`config.mk`:
```
export PLATFORM = sky130hd
export DESIGN_NAME = seq010_tx
export DESIGN_NICKNAME = d
export VERILOG_FILES = /design/src/rtl/seq010_tx.sv
export SDC_FILE = /design/constraint.sdc
export NUM_CORES = 1
export LEC_CHECK = 0
export ABC_AREA = 1
export BUFFER_PORTS_ARGS = -buffer_cell sky130_fd_sc_hd__buf_2
export CAP_MARGIN = 15
export CORE_MARGIN = 1.5
export CORE_UTILIZATION = 55
export DETAILED_ROUTE_END_ITERATION = 16
export PLACE_DENSITY = 0.82
export SKIP_CTS_REPAIR_TIMING = 1
export SYNTH_ARGS = -nofsm -noshare
export SYNTH_HDL_FRONTEND = slang
export SYNTH_SLANG_ARGS = --single-unit
```
`constraint.sdc`:
```
create_clock -name clk -period 2.33 [get_ports clk]
set_input_delay 0.1165 -clock clk [delete_from_list [all_inputs] [get_ports clk]]
set_output_delay 0.1165 -clock clk [all_outputs]
set_load 0.1 [all_outputs]
```
`src/rtl/seq010_tx.sv`:
```
// -----------------------------------------------------------------------------
// seq010_tx
//
// Serial pattern transmitter for the "010" sequence detector. A start request
// sends exactly `count` "010" frames on line `x`, with GAP_BITS idle '1' bits
// between consecutive frames. The idle line level is '1'.
//
// Handshake: `start` is a request pulse, taken only while the block is idle
// (busy=0 and done=0). `count` is sampled in that same cycle. Completion is
// signalled by a one-cycle `done` pulse. A start seen at any other time is
// dropped, not queued.
//
// Parameters:
//   CW        width of count / frames_sent
//   GAP_BITS  idle '1' bits between frames (0..15, 0 = back-to-back)
//
// Ports:
//   clk          rising-edge clock
//   rst_n        asynchronous active-low reset
//   start        request pulse
//   count        number of frames to send
//   x            serial line to the detector (registered)
//   busy         high while frames are in flight
//   done         one-cycle pulse at request completion
//   frames_sent  frames completed in the current/last request
//
// Optional build macro LOOPBACK_CHECK_EN adds:
//   y_in         detector y output, fed back
//   err          sticky loopback mismatch flag, cleared on an accepted start
// -----------------------------------------------------------------------------
module seq010_tx #(
    parameter int CW       = 10,
    parameter int GAP_BITS = 1
) (
    input  logic          clk,
    input  logic          rst_n,
    input  logic          start,
    input  logic [CW-1:0] count,
    output logic          x,
    output logic          busy,
    output logic          done,
    output logic [CW-1:0] frames_sent
`ifdef LOOPBACK_CHECK_EN
    ,
    input  logic          y_in,
    output logic          err
`endif
);

    typedef enum logic [2:0] {IDLE, B0, B1, B2, GAP, DONE} state_t;

    // Value loaded into the gap counter when entering GAP; GAP then lasts
    // GAP_LAST+1 = GAP_BITS cycles.
    localparam logic [3:0] GAP_LAST = 4'((GAP_BITS > 0) ? (GAP_BITS - 1) : 0);

    state_t        state;
    logic [CW-1:0] remaining;
    logic [3:0]    gap_cnt;

    // Output decode for a given state, packed as {x, busy, done}. It is
    // applied to the next state so that all outputs come straight from flops.
    function automatic logic [2:0] decode(input state_t s);
        case (s)
            B0, B2:  decode = 3'b010;
            B1, GAP: decode = 3'b110;
            DONE:    decode = 3'b101;
            default: decode = 3'b100;
        endcase
    endfunction

    always_ff @(posedge clk or negedge rst_n) begin
        if (!rst_n) begin
            state             <= IDLE;
            {x, busy, done}   <= 3'b100;
            frames_sent       <= '0;
            remaining         <= '0;
            gap_cnt           <= '0;
        end else begin
            // Hold the current decode unless a transition overrides it below.
            {x, busy, done} <= decode(state);
            case (state)
                IDLE: begin
                    if (start) begin
                        frames_sent <= '0;
                        if (count != '0) begin
                            remaining       <= count;
                            state           <= B0;
                            {x, busy, done} <= decode(B0);
                        end else begin
                            state           <= DONE;
                            {x, busy, done} <= decode(DONE);
                        end
                    end
                end
                B0: begin
                    state           <= B1;
                    {x, busy, done} <= decode(B1);
                end
                B1: begin
                    state           <= B2;
                    {x, busy, done} <= decode(B2);
                end
                B2: begin
                    frames_sent <= frames_sent + CW'(1);
                    remaining   <= remaining - CW'(1);
                    if (remaining == CW'(1)) begin
                        // Last frame: no trailing gap.
                        state           <= DONE;
                        {x, busy, done} <= decode(DONE);
                    end else if (GAP_BITS == 0) begin
                        state           <= B0;
                        {x, busy, done} <= decode(B0);
                    end else begin
                        state           <= GAP;
                        gap_cnt         <= GAP_LAST;
                        {x, busy, done} <= decode(GAP);
                    end
                end
                GAP: begin
                    if (gap_cnt == 4'd0) begin
                        state           <= B0;
                        {x, busy, done} <= decode(B0);
                    end else begin
                        gap_cnt <= gap_cnt - 4'd1;
                    end
                end
                DONE: begin
                    state           <= IDLE;
                    {x, busy, done} <= decode(IDLE);
                end
                default: begin
                    state           <= IDLE;
                    {x, busy, done} <= decode(IDLE);
                end
            endcase
        end
    end

`ifdef LOOPBACK_CHECK_EN
    // The detector's registered y should be high exactly in the cycle after
    // each B2, and low in every other cycle outside IDLE. after_b2 marks that
    // cycle.
    logic after_b2;

    always_ff @(posedge clk or negedge rst_n) begin
        if (!rst_n) begin
            after_b2 <= 1'b0;
            err      <= 1'b0;
        end else begin
            after_b2 <= (state == B2);
            if (state == IDLE) begin
                if (start) begin
                    err <= 1'b0;
                end
            end else if (y_in != after_b2) begin
                err <= 1'b1;
            end
        end
    end
`endif

endmodule

```
==> flow_metrics.py, run 1 <==
metrics = {
    "logic_synthesis": {
        "ys_ff_latch": 30,
        "ys_seq_area_share_pct": 40.9,
        "yosysUniqueCellTypes": 27,
        "avgSynthCellArea_um2": 7.25,
        "synth_cells": 254,
        "syn_area_mm2": 0.00184,
        "yosysWarnings": 0,
        "synth.net_count": 272,
    },
    "clocking": {
        "clk_latency_ps": 350,
        "cts_max_path_buffers": 2,
        "htreeDepth": 2,
        "path_clk_slew_ps": 90,
        "cts_tree": "yes",
        "cts_buffers": 5,
        "clockRootBuffer": "clkbuf_4",
        "cts.sinks": 30,
    },
    "drt": {
        "wl_per_cell_um": 11.7,
        "drt_iter0_markers": 69,
        "firstDrtPassIters": 4,
        "via_per_inst": 5.26,
        "final_antenna_net_count": 0,
        "finalWirelength_um": 3820,
        "drc_errors": 0,
        "via_count": 1725,
    },
    "cells_and_area": {
        "drive_gt1_share_pct": 16.9,
        "mostFrequentLayoutCells": "nand2_1 (64), inv_1 (39), nand3_1 (32), dfrtp_1 (29), nor2_1 (28)",
        "final_common_cell": "nand2_1",
        "syn_to_final_growth_pct": 13.4,
        "final_nets": 301,
        "diodes": 0,
    },
    "worst_setup_path": {
        "path_cells": "inv_1 -> ha_1 -> nand2_1 -> nor2_1 -> nand2_1 -> nand2_1 -> nand3_1 -> nand3_2 -> nand2_1",
        "cp_num_buf_inv": 1,
        "crit_top_cell": "nand2_1",
        "critical-path-max-stage-delay_ps": 420,
        "end_kind": "flip-flop",
        "worst-setup-path-type": "flip-flop to flip-flop",
        "worstPathArrival_ps": 1760,
        "worst_path_max_delay_cell": "dfrtp_1",
        "path_delay_family": "simple AND/OR/NAND/NOR gates",
        "crit_path_max_fanout": 6,
        "critPathLaunchType": "flip-flop",
        "worstPathRequired_ps": 2560,
    },
    "timing": {
        "finalSetupTns_ps": 0,
        "finalHoldViolations": 0,
        "period_share_pct": 65.4,
        "relSlewSlack_pct": 55.3,
        "timing.final.crit_period_ps": 1520,
        "setup-violations-final": 0,
        "slew_violations": 0,
        "hold_slack_ps": 59.1,
        "final.setup_skew_ps": 23.1,
        "rsz0062_at_grt": "false",
        "max_freq_mhz": 656,
        "worst_pin_slew_ps": 670,
        "setup_slack_ps": 805,
    },
    "global_routing": {
        "grt_pass1_wl_um": 6560,
        "grt_max_degree": 31,
        "grt.total_usage_pct": 24.1,
        "grt-ovfl-total": 0,
        "grt_antenna_before_repair": 0,
        "grt_pass1_vias": 1553,
    },
    "worst_hold_path": {
        "hp-class": "input pin to flip-flop",
    },
    "placement": {
        "dp_hpwl_um": 2740,
        "io_buffer_count": 25,
        "place.gp.congestion": 0.920,
        "dp_slack_ps": 821,
    },
    "pwr": {
        "p_per_area_mw_per_mm2": 478,
        "p_leak_uw": 0.00109,
        "ir_drop_mv": 0.259,
    },
    "die": {
        "fp-row-count": 20,
        "coreArea_mm2": 0.00313,
        "start_util_pct": 58.8,
        "die_width_um": 60.9,
        "io_pins": 26,
        "die_y_um": 60.9,
        "dieArea_mm2": 0.00370,
    },
    "run_status": {
        "status": "finished clean",
    },
    "job": {
        "cap_viol_max_count": 0,
    },
}
==> registers in the layout (all words and copies together), names as in the netlist <==
register and cells:
remaining 10, done 1, state 3, frames_sent 10, x 1, gap_cnt 4
busy 1
==> power by group <==
group	internal, µW	switching (µW)	total, µW
Combinational	13.8	22.4	36.1
Sequential	520	0	520
Clock	256	185	441
Total	790	207	997
==> worst register-to-register path, cell delays in order, from the launching register on <==
cell and delay [ps]:
dfrtp_1 420, inv_1 180, ha_1 230, nand2_1 80
nor2_1 200, nand2_1 80, nand2_1 70, nand3_1 70
nand3_2 60, nand2_1 50
==> kinds of logic after synthesis <==
family	Yosys count	synth area share, %
and+or+nand+nor	143	35.6
DFF	30	40.9
AOI/OAI and AO/OA	30	9.59
xor gates and xnor gates	1	0.476
adders and majority gates	5	3.40
buffers and inverters	45	10.1
==> synth_stat cells (all sizes together) <==
master | instances | area share (%)
o22ai | 1 | 0.34
nand4 | 6 | 2.0
o21bai | 1 | 1.0
clkbuf | 1 | 0.20
nor2 | 30 | 6.9
nand3 | 35 | 11
or2 | 2 | 0.68
dfrtp | 29 | 39
buf | 4 | 1.8
dfstp | 1 | 1.4
nor3 | 3 | 0.82
o21ai | 23 | 6.7
xor2 | 1 | 0.48
nand2 | 67 | 14
o2bb2ai | 1 | 0.48
ha | 5 | 3.4
a21oi | 4 | 1.1
inv | 40 | 8.2
==> stage by stage <==
| step | utilization, % | std cells | area (µm²) | total power, µW |
|---|---|---|---|---|
| 2_1_floorplan | - | 254 | 1840 | 541 |
| 3_3_place_gp | 63.7 | 319 | 1990 | 566 |
| 3_5_place_dp | 63.7 | 319 | 1990 | 566 |
| 4_1_cts | 66.4 | 327 | 2080 | 1010 |
| 5_1_grt | 66.7 | 328 | 2090 | 1040 |
| 6_report | 66.7 | 328 | 2090 | 997 |
==> layer usage <==
metal / vias to the layer above / GRT usage, % / share of wire (%)
met4: 0 / 9.01 / 1.5
li1: 871 / - / -
met3: 10 / 7.68 / 6.1
met5: - / 0 / 0
met1: 780 / 31.6 / 48
met2: 64 / 37.3 / 44
==> path summary, 6_finish.rpt <==
kind	from	endpoint	slack, ps	cells past startpoint
worst max-delay path	remaining[0]	remaining[8]	810	9
worst max register to register	remaining[0]	remaining[8]	810	9
worst min register to register	gap_cnt[0]	gap_cnt[0]	510	1
worst min-delay path	count[9]	remaining[9]	60	3
min in group asynchronous	rst_n	gap_cnt[0]	320	2
max in group asynchronous	rst_n	remaining[9]	1550	2
==> area by class of cell <==
class	instances	area [µm²]
well taps	44	55.1
clock buffers	7	55.1
inverters	40	150
repair buffers	27	143
clock inverters	1	30.0
flip-flops and latches	30	752
multi-input cells	179	902
fillers	275	1040
Power figures use the tool's default switching activity.
==> run 2, diff against run 1 <==
--- a/config.mk
+++ b/config.mk
@@ -9,9 +9,9 @@
 export BUFFER_PORTS_ARGS = -buffer_cell sky130_fd_sc_hd__buf_2
 export CAP_MARGIN = 15
 export CORE_MARGIN = 1.5
-export CORE_UTILIZATION = 55
+export CORE_UTILIZATION = 51
 export DETAILED_ROUTE_END_ITERATION = 16
-export PLACE_DENSITY = 0.82
+export PLACE_DENSITY = 0.8
 export SKIP_CTS_REPAIR_TIMING = 1
 export SYNTH_ARGS = -nofsm -noshare
 export SYNTH_HDL_FRONTEND = slang
==> constraint.sdc (replaced) <==
create_clock -name clk -period 1.35 [get_ports clk]
set_input_delay 0.0675 -clock clk [delete_from_list [all_inputs] [get_ports clk]]
set_output_delay 0.0675 -clock clk [all_outputs]
set_load 0.1 [all_outputs]
==> run 2 against run 1 <==
The flow now finishes with violations (negative hold slack). Sequential power is 73% higher. Sequential share of layout area shrank 3.7 points. Via count is 5.2% higher. Sequential cell count stayed put. Non-clock buffer count increased by 17. Global-route usage decreased by 2.2 points. Cell count grew 6.4%. Clock power rose by 120%. Clock skew down 14 ps. First-iteration DRC count up 70%. Cell area rose by 16%. Clock-buffer cell count fell by 1.
==> flow_metrics.py, run 2 (synthesized netlist as in run 1, its figures left out) <==
metrics = {
    "clocking": {
        "cts_buffers": 5,
        "cts_tree": "yes",
        "clk_latency_ps": 340,
        "clockRootBuffer": "clkbuf_4",
        "htreeDepth": 2,
        "path_clk_slew_ps": 100,
        "cts_max_path_buffers": 2,
        "cts.sinks": 30,
    },
    "run_status": {
        "violations": "negative hold slack",
        "status": "complete, but fails checks",
    },
    "global_routing": {
        "grt.total_usage_pct": 21.9,
        "grt_busiest_layer": "met2",
        "met3_usage_pct": 4.82,
        "grt_pass1_wl_um": 6760,
        "grt-ovfl-total": 0,
        "grt_antenna_before_repair": 0,
        "grt_pass1_vias": 1542,
        "met2_usage_pct": 34.3,
        "use_met1_pct": 29.8,
        "grt_max_degree": 21,
    },
    "job": {
        "cap_viol_max_count": 0,
    },
    "cells_and_area": {
        "biggestRegsByFlops": "frames_sent (10), remaining (10), gap_cnt (4)",
        "final_nets": 320,
        "drive_gt1_share_pct": 33.0,
        "syn_to_final_growth_pct": 31.3,
        "final_core_util_pct": 71.3,
        "seqCellArea_um2": 781,
        "fin_cells": 349,
        "fillerInstances": 259,
        "multi_input_area_mm2": 0.00102,
        "mostFrequentLayoutCells": "nand2_1 (59), inv_1 (36), nand3_1 (30), buf_2 (24)",
        "final_common_cell": "nand2_1",
        "fin_area_mm2": 0.00242,
        "diodes": 0,
    },
    "drt": {
        "via_count": 1814,
        "finalWirelength_um": 4370,
        "drt_iter0_markers": 117,
        "wl_per_cell_um": 12.5,
        "firstDrtPassIters": 4,
        "final_antenna_net_count": 0,
        "via_per_inst": 5.20,
        "drc_errors": 0,
    },
    "timing": {
        "max_freq_mhz": 748,
        "finalHoldViolations": 1,
        "timing.final.crit_period_ps": 1340,
        "hold_slack_ps": -4.22,
        "slew_violations": 0,
        "period_share_pct": 99.1,
        "relSlewSlack_pct": 67.6,
        "setup-violations-final": 0,
        "final.setup_skew_ps": 9.21,
        "rsz0062_at_grt": "true",
        "worst_pin_slew_ps": 489,
        "finalSetupTns_ps": 0,
    },
    "worst_setup_path": {
        "crit_path_max_fanout": 4,
        "end_kind": "flip-flop",
        "critPathLaunchType": "flip-flop",
        "worstPathArrival_ps": 1580,
        "worst-setup-path-type": "flip-flop to flip-flop",
        "worstPathRequired_ps": 1590,
    },
    "die": {
        "fp-row-count": 21,
        "die_y_um": 63.1,
        "start_util_pct": 54.3,
        "io_pins": 26,
        "dieArea_mm2": 0.00398,
        "die_width_um": 63.1,
        "coreArea_mm2": 0.00339,
    },
    "pwr": {
        "power_frac_seq_pct": 46.3,
        "comb_power_share_pct": 3.6,
        "ir_drop_mv": 0.769,
        "switching_share_pct": 19.8,
        "p_per_area_mw_per_mm2": 801,
        "p_int_uw": 1550,
        "power.share.clock_pct": 50.0,
        "p_leak_uw": 0.00123,
        "switchingPower_uw": 384,
    },
    "placement": {
        "place.gp.congestion": 0.892,
        "place_area_mm2": 0.00214,
        "io_buffer_count": 25,
        "dp_hpwl_um": 2960,
        "place_inst": 330,
    },
    "worst_hold_path": {
        "hp-class": "input pin to flip-flop",
    },
}
-- run 2: cell types whose count changed in the layout (fill, tap and decap cells not counted), sizes merged --
cell    previous run  this run
buf               26        42
bufinv             1         2
nand2             67        68
o21bai             1         2
-- run 2: path summary, 6_finish.rpt --
check,slack [ps],cells past startpoint,start,to
max reg2reg,10,9,remaining[0],remaining[8]
min,-4,3,count[9],remaining[9]
max,10,9,remaining[0],remaining[8]
min in group asynchronous,140,2,rst_n,frames_sent[0]
min reg2reg,540,2,gap_cnt[1],gap_cnt[1]
max in group asynchronous,760,3,rst_n,remaining[5]
-- run 2: worst max-delay path, cell delays in order, from the launching register on --
cell	delay (ps)
dfrtp_1	420
inv_1	90
ha_2	170
nand2_1	80
nor2_4	130
nand2_1	80
nand2_1	80
nand3_1	80
nand3_2	60
nand2_1	40
-- run 2: power by group through the flow --
stage | Clock, µW | Combinational (µW) | Sequential (µW)
floorplan | 0 | 18.6 | 916
global placement | 0 | 66.5 | 916
detailed placement | 0 | 67.0 | 916
CTS | 992 | 67.2 | 898
global route | 1020 | 79.8 | 898
finish | 969 | 70.7 | 898
-- run 2: per-stage QoR --
stage	total power, µW	worst slack, ps
3_3_place_gp	983	28.7
5_1_grt	2000	-88.9
2_1_floorplan	935	-68.7
4_1_cts	1960	-43.6
3_5_place_dp	983	-18.9
6_report	1940	12.7
-- run 2: cell type report --
cell class | instances | share of cell area (%)
multi-input combinational | 181 | 42.2
sequential | 30 | 32.3
clock buffer | 6 | 2.12
timing repair buffer | 44 | 12.3
clock inverter | 2 | 2.48
inverter | 40 | 6.21
tap | 46 | 2.38
-- run 2: metal layers --
layer | part of all wire, % | wire length [µm]
met4 | 0.25 | 11
met2 | 49 | 2130
met1 | 45 | 1970
met3 | 6.1 | 265
met5 | 0 | 0
==> run 3, diff against run 2 <==
--- a/config.mk
+++ b/config.mk
@@ -11,7 +11,7 @@
 export CORE_MARGIN = 1.5
 export CORE_UTILIZATION = 51
 export DETAILED_ROUTE_END_ITERATION = 16
-export PLACE_DENSITY = 0.8
+export PLACE_DENSITY = 0.75
 export SKIP_CTS_REPAIR_TIMING = 1
 export SYNTH_ARGS = -nofsm -noshare
 export SYNTH_HDL_FRONTEND = slang
==> run 3 against run 2 <==
The run still ends with negative hold slack left. Cell area is 2.3% lower. Cell count is 0.29% higher. Non-clock buffer count stayed put. Setup slack worse by 1.4 ps. Register-to-register slack hardly changed. Via count is 1.2% higher. Worst hold slack worse by 3.9 ps. Routed wire length is 4.2% higher. Clock skew is 2.0 ps higher. Sequential power hardly changed. Highest routed layer unchanged.
==> flow_metrics.py, run 3 (synthesized netlist as in run 1, its figures left out) <==
metrics = {
    "cells_and_area": {
        "final_common_cell": "nand2_1",
        "drive_gt1_share_pct": 30.9,
        "diodes": 0,
        "mostFrequentLayoutCells": "nand2_1 (64), inv_1 (35), nand3_1 (30), buf_2 (24), nor2_1 (21)",
        "biggestRegsByFlops": "frames_sent (10), remaining (10), gap_cnt (4)",
        "fillerInstances": 267,
        "fin_area_mm2": 0.00236,
        "syn_to_final_growth_pct": 28.3,
        "final_nets": 321,
    },
    "die": {
        "io_pins": 26,
        "dieArea_mm2": 0.00398,
        "die_y_um": 63.1,
        "fp-row-count": 21,
        "die_width_um": 63.1,
        "coreArea_mm2": 0.00339,
        "start_util_pct": 54.3,
    },
    "worst_setup_path": {
        "critPathLaunchType": "flip-flop",
        "crit_path_max_fanout": 4,
        "worstPathRequired_ps": 1580,
        "end_kind": "flip-flop",
        "worstPathArrival_ps": 1570,
        "worst-setup-path-type": "flip-flop to flip-flop",
    },
    "placement": {
        "dp_slack_ps": -31.8,
        "place_area_mm2": 0.00211,
        "dp_hpwl_um": 2930,
        "place.gp.congestion": 0.901,
        "io_buffer_count": 25,
    },
    "pwr": {
        "switchingPower_uw": 385,
        "p_per_area_mw_per_mm2": 742,
        "power.share.clock_pct": 44.9,
        "power_frac_seq_pct": 51.2,
        "p_leak_uw": 0.00118,
        "comb_power_share_pct": 3.8,
        "ir_drop_mv": 0.555,
        "switching_share_pct": 22.0,
        "p_int_uw": 1370,
        "finalPower_uw": 1750,
    },
    "run_status": {
        "violations": "negative hold slack",
        "status": "complete, but fails checks",
    },
    "drt": {
        "via_count": 1836,
        "finalWirelength_um": 4560,
        "final_antenna_net_count": 0,
        "wl_per_cell_um": 13.0,
        "firstDrtPassIters": 4,
        "via_per_inst": 5.25,
        "drc_errors": 0,
        "drt_iter0_markers": 133,
    },
    "timing": {
        "period_share_pct": 99.2,
        "hold_slack_ps": -8.15,
        "finalSetupTns_ps": 0,
        "timing.final.crit_period_ps": 1340,
        "worst_pin_slew_ps": 485,
        "max_freq_mhz": 747,
        "final.setup_skew_ps": 11.2,
        "finalHoldViolations": 1,
        "rsz0062_at_grt": "true",
        "setup-violations-final": 0,
        "slew_violations": 0,
        "setup_slack_ps": 11.3,
        "relSlewSlack_pct": 67.9,
    },
    "clocking": {
        "clockRootBuffer": "clkbuf_4",
        "cts_buffers": 5,
        "htreeDepth": 2,
        "cts_tree": "yes",
        "clk_latency_ps": 350,
        "cts_max_path_buffers": 2,
        "path_clk_slew_ps": 100,
        "cts.sinks": 30,
    },
    "job": {
        "cap_viol_max_count": 0,
    },
    "global_routing": {
        "grt.total_usage_pct": 23.6,
        "grt-ovfl-total": 0,
        "grt_pass1_wl_um": 7330,
        "grt_antenna_before_repair": 0,
        "grt_pass1_vias": 1686,
        "grt_max_degree": 31,
    },
    "worst_hold_path": {
        "hp-class": "input pin to flip-flop",
    },
}
-- run 3: changes by cell type in the layout (fill, tap and decap cells not counted), moves of 2 or more --
cell,previous run,this run
o21ai_0,8,11
o21ai_1,11,9
nand2_4,4,1
buf_12,2,0
nand2_1,59,64
-- run 3: cell type report --
class | count | area (µm²) | area share (%)
clock buffers | 7 | 55.1 | 2.33
clock inverters | 1 | 30.0 | 1.27
inverters | 40 | 158 | 6.67
multi-input cells | 182 | 1000 | 42.4
flip-flops and latches | 30 | 781 | 33.1
well taps | 46 | 57.6 | 2.44
repair buffers | 44 | 280 | 11.9
-- run 3: final timing paths --
kind / start / end / slack (ps) / depth (start not counted)
max: remaining[0] / remaining[8] / 10 / 9
min: count[9] / remaining[9] / -8 / 3
max reg2reg: remaining[0] / remaining[8] / 10 / 9
min reg2reg: gap_cnt[0] / gap_cnt[0] / 510 / 1
max in group asynchronous: rst_n / frames_sent[2] / 770 / 3
min in group asynchronous: rst_n / gap_cnt[0] / 260 / 3
-- run 3: routing by layer --
layer / global-route usage, % / wire (µm) / vias to the layer above
met5: 0 / 0 / -
met4: 7.50 / 36 / 0
met3: 6.07 / 271 / 4
met2: 37.9 / 2140 / 57
met1: 31.3 / 2110 / 858
li1: - / - / 917
-- run 3: worst max-delay path, cell delays in order (launching register included) --
cell and delay [ps]:
dfrtp_1 430, inv_2 70, ha_2 170, nand2_1 80, nor2_4 130, nand2_1 70, nand2_1 70, nand3_1 90
nand3_2 70, nand2_1 50
-- run 3: power by group through the flow --
stage	sequential [µW]	clock (µW)	combinational [µW]
after floorplan	916	0	18.6
after global placement	916	0	64.8
after detailed placement	916	0	64.1
after CTS	898	794	64.5
after global routing	898	832	79.5
final	898	787	67.2
-- run 3: metrics by stage --
stage	hold slack (ps)	util (%)	instances
floorplan	-228	-	254
global placement	109	62.3	330
detailed placement	109	62.3	330
CTS	-268	64.9	338
global route	8.97	69.7	350
finish	-8.15	69.7	350
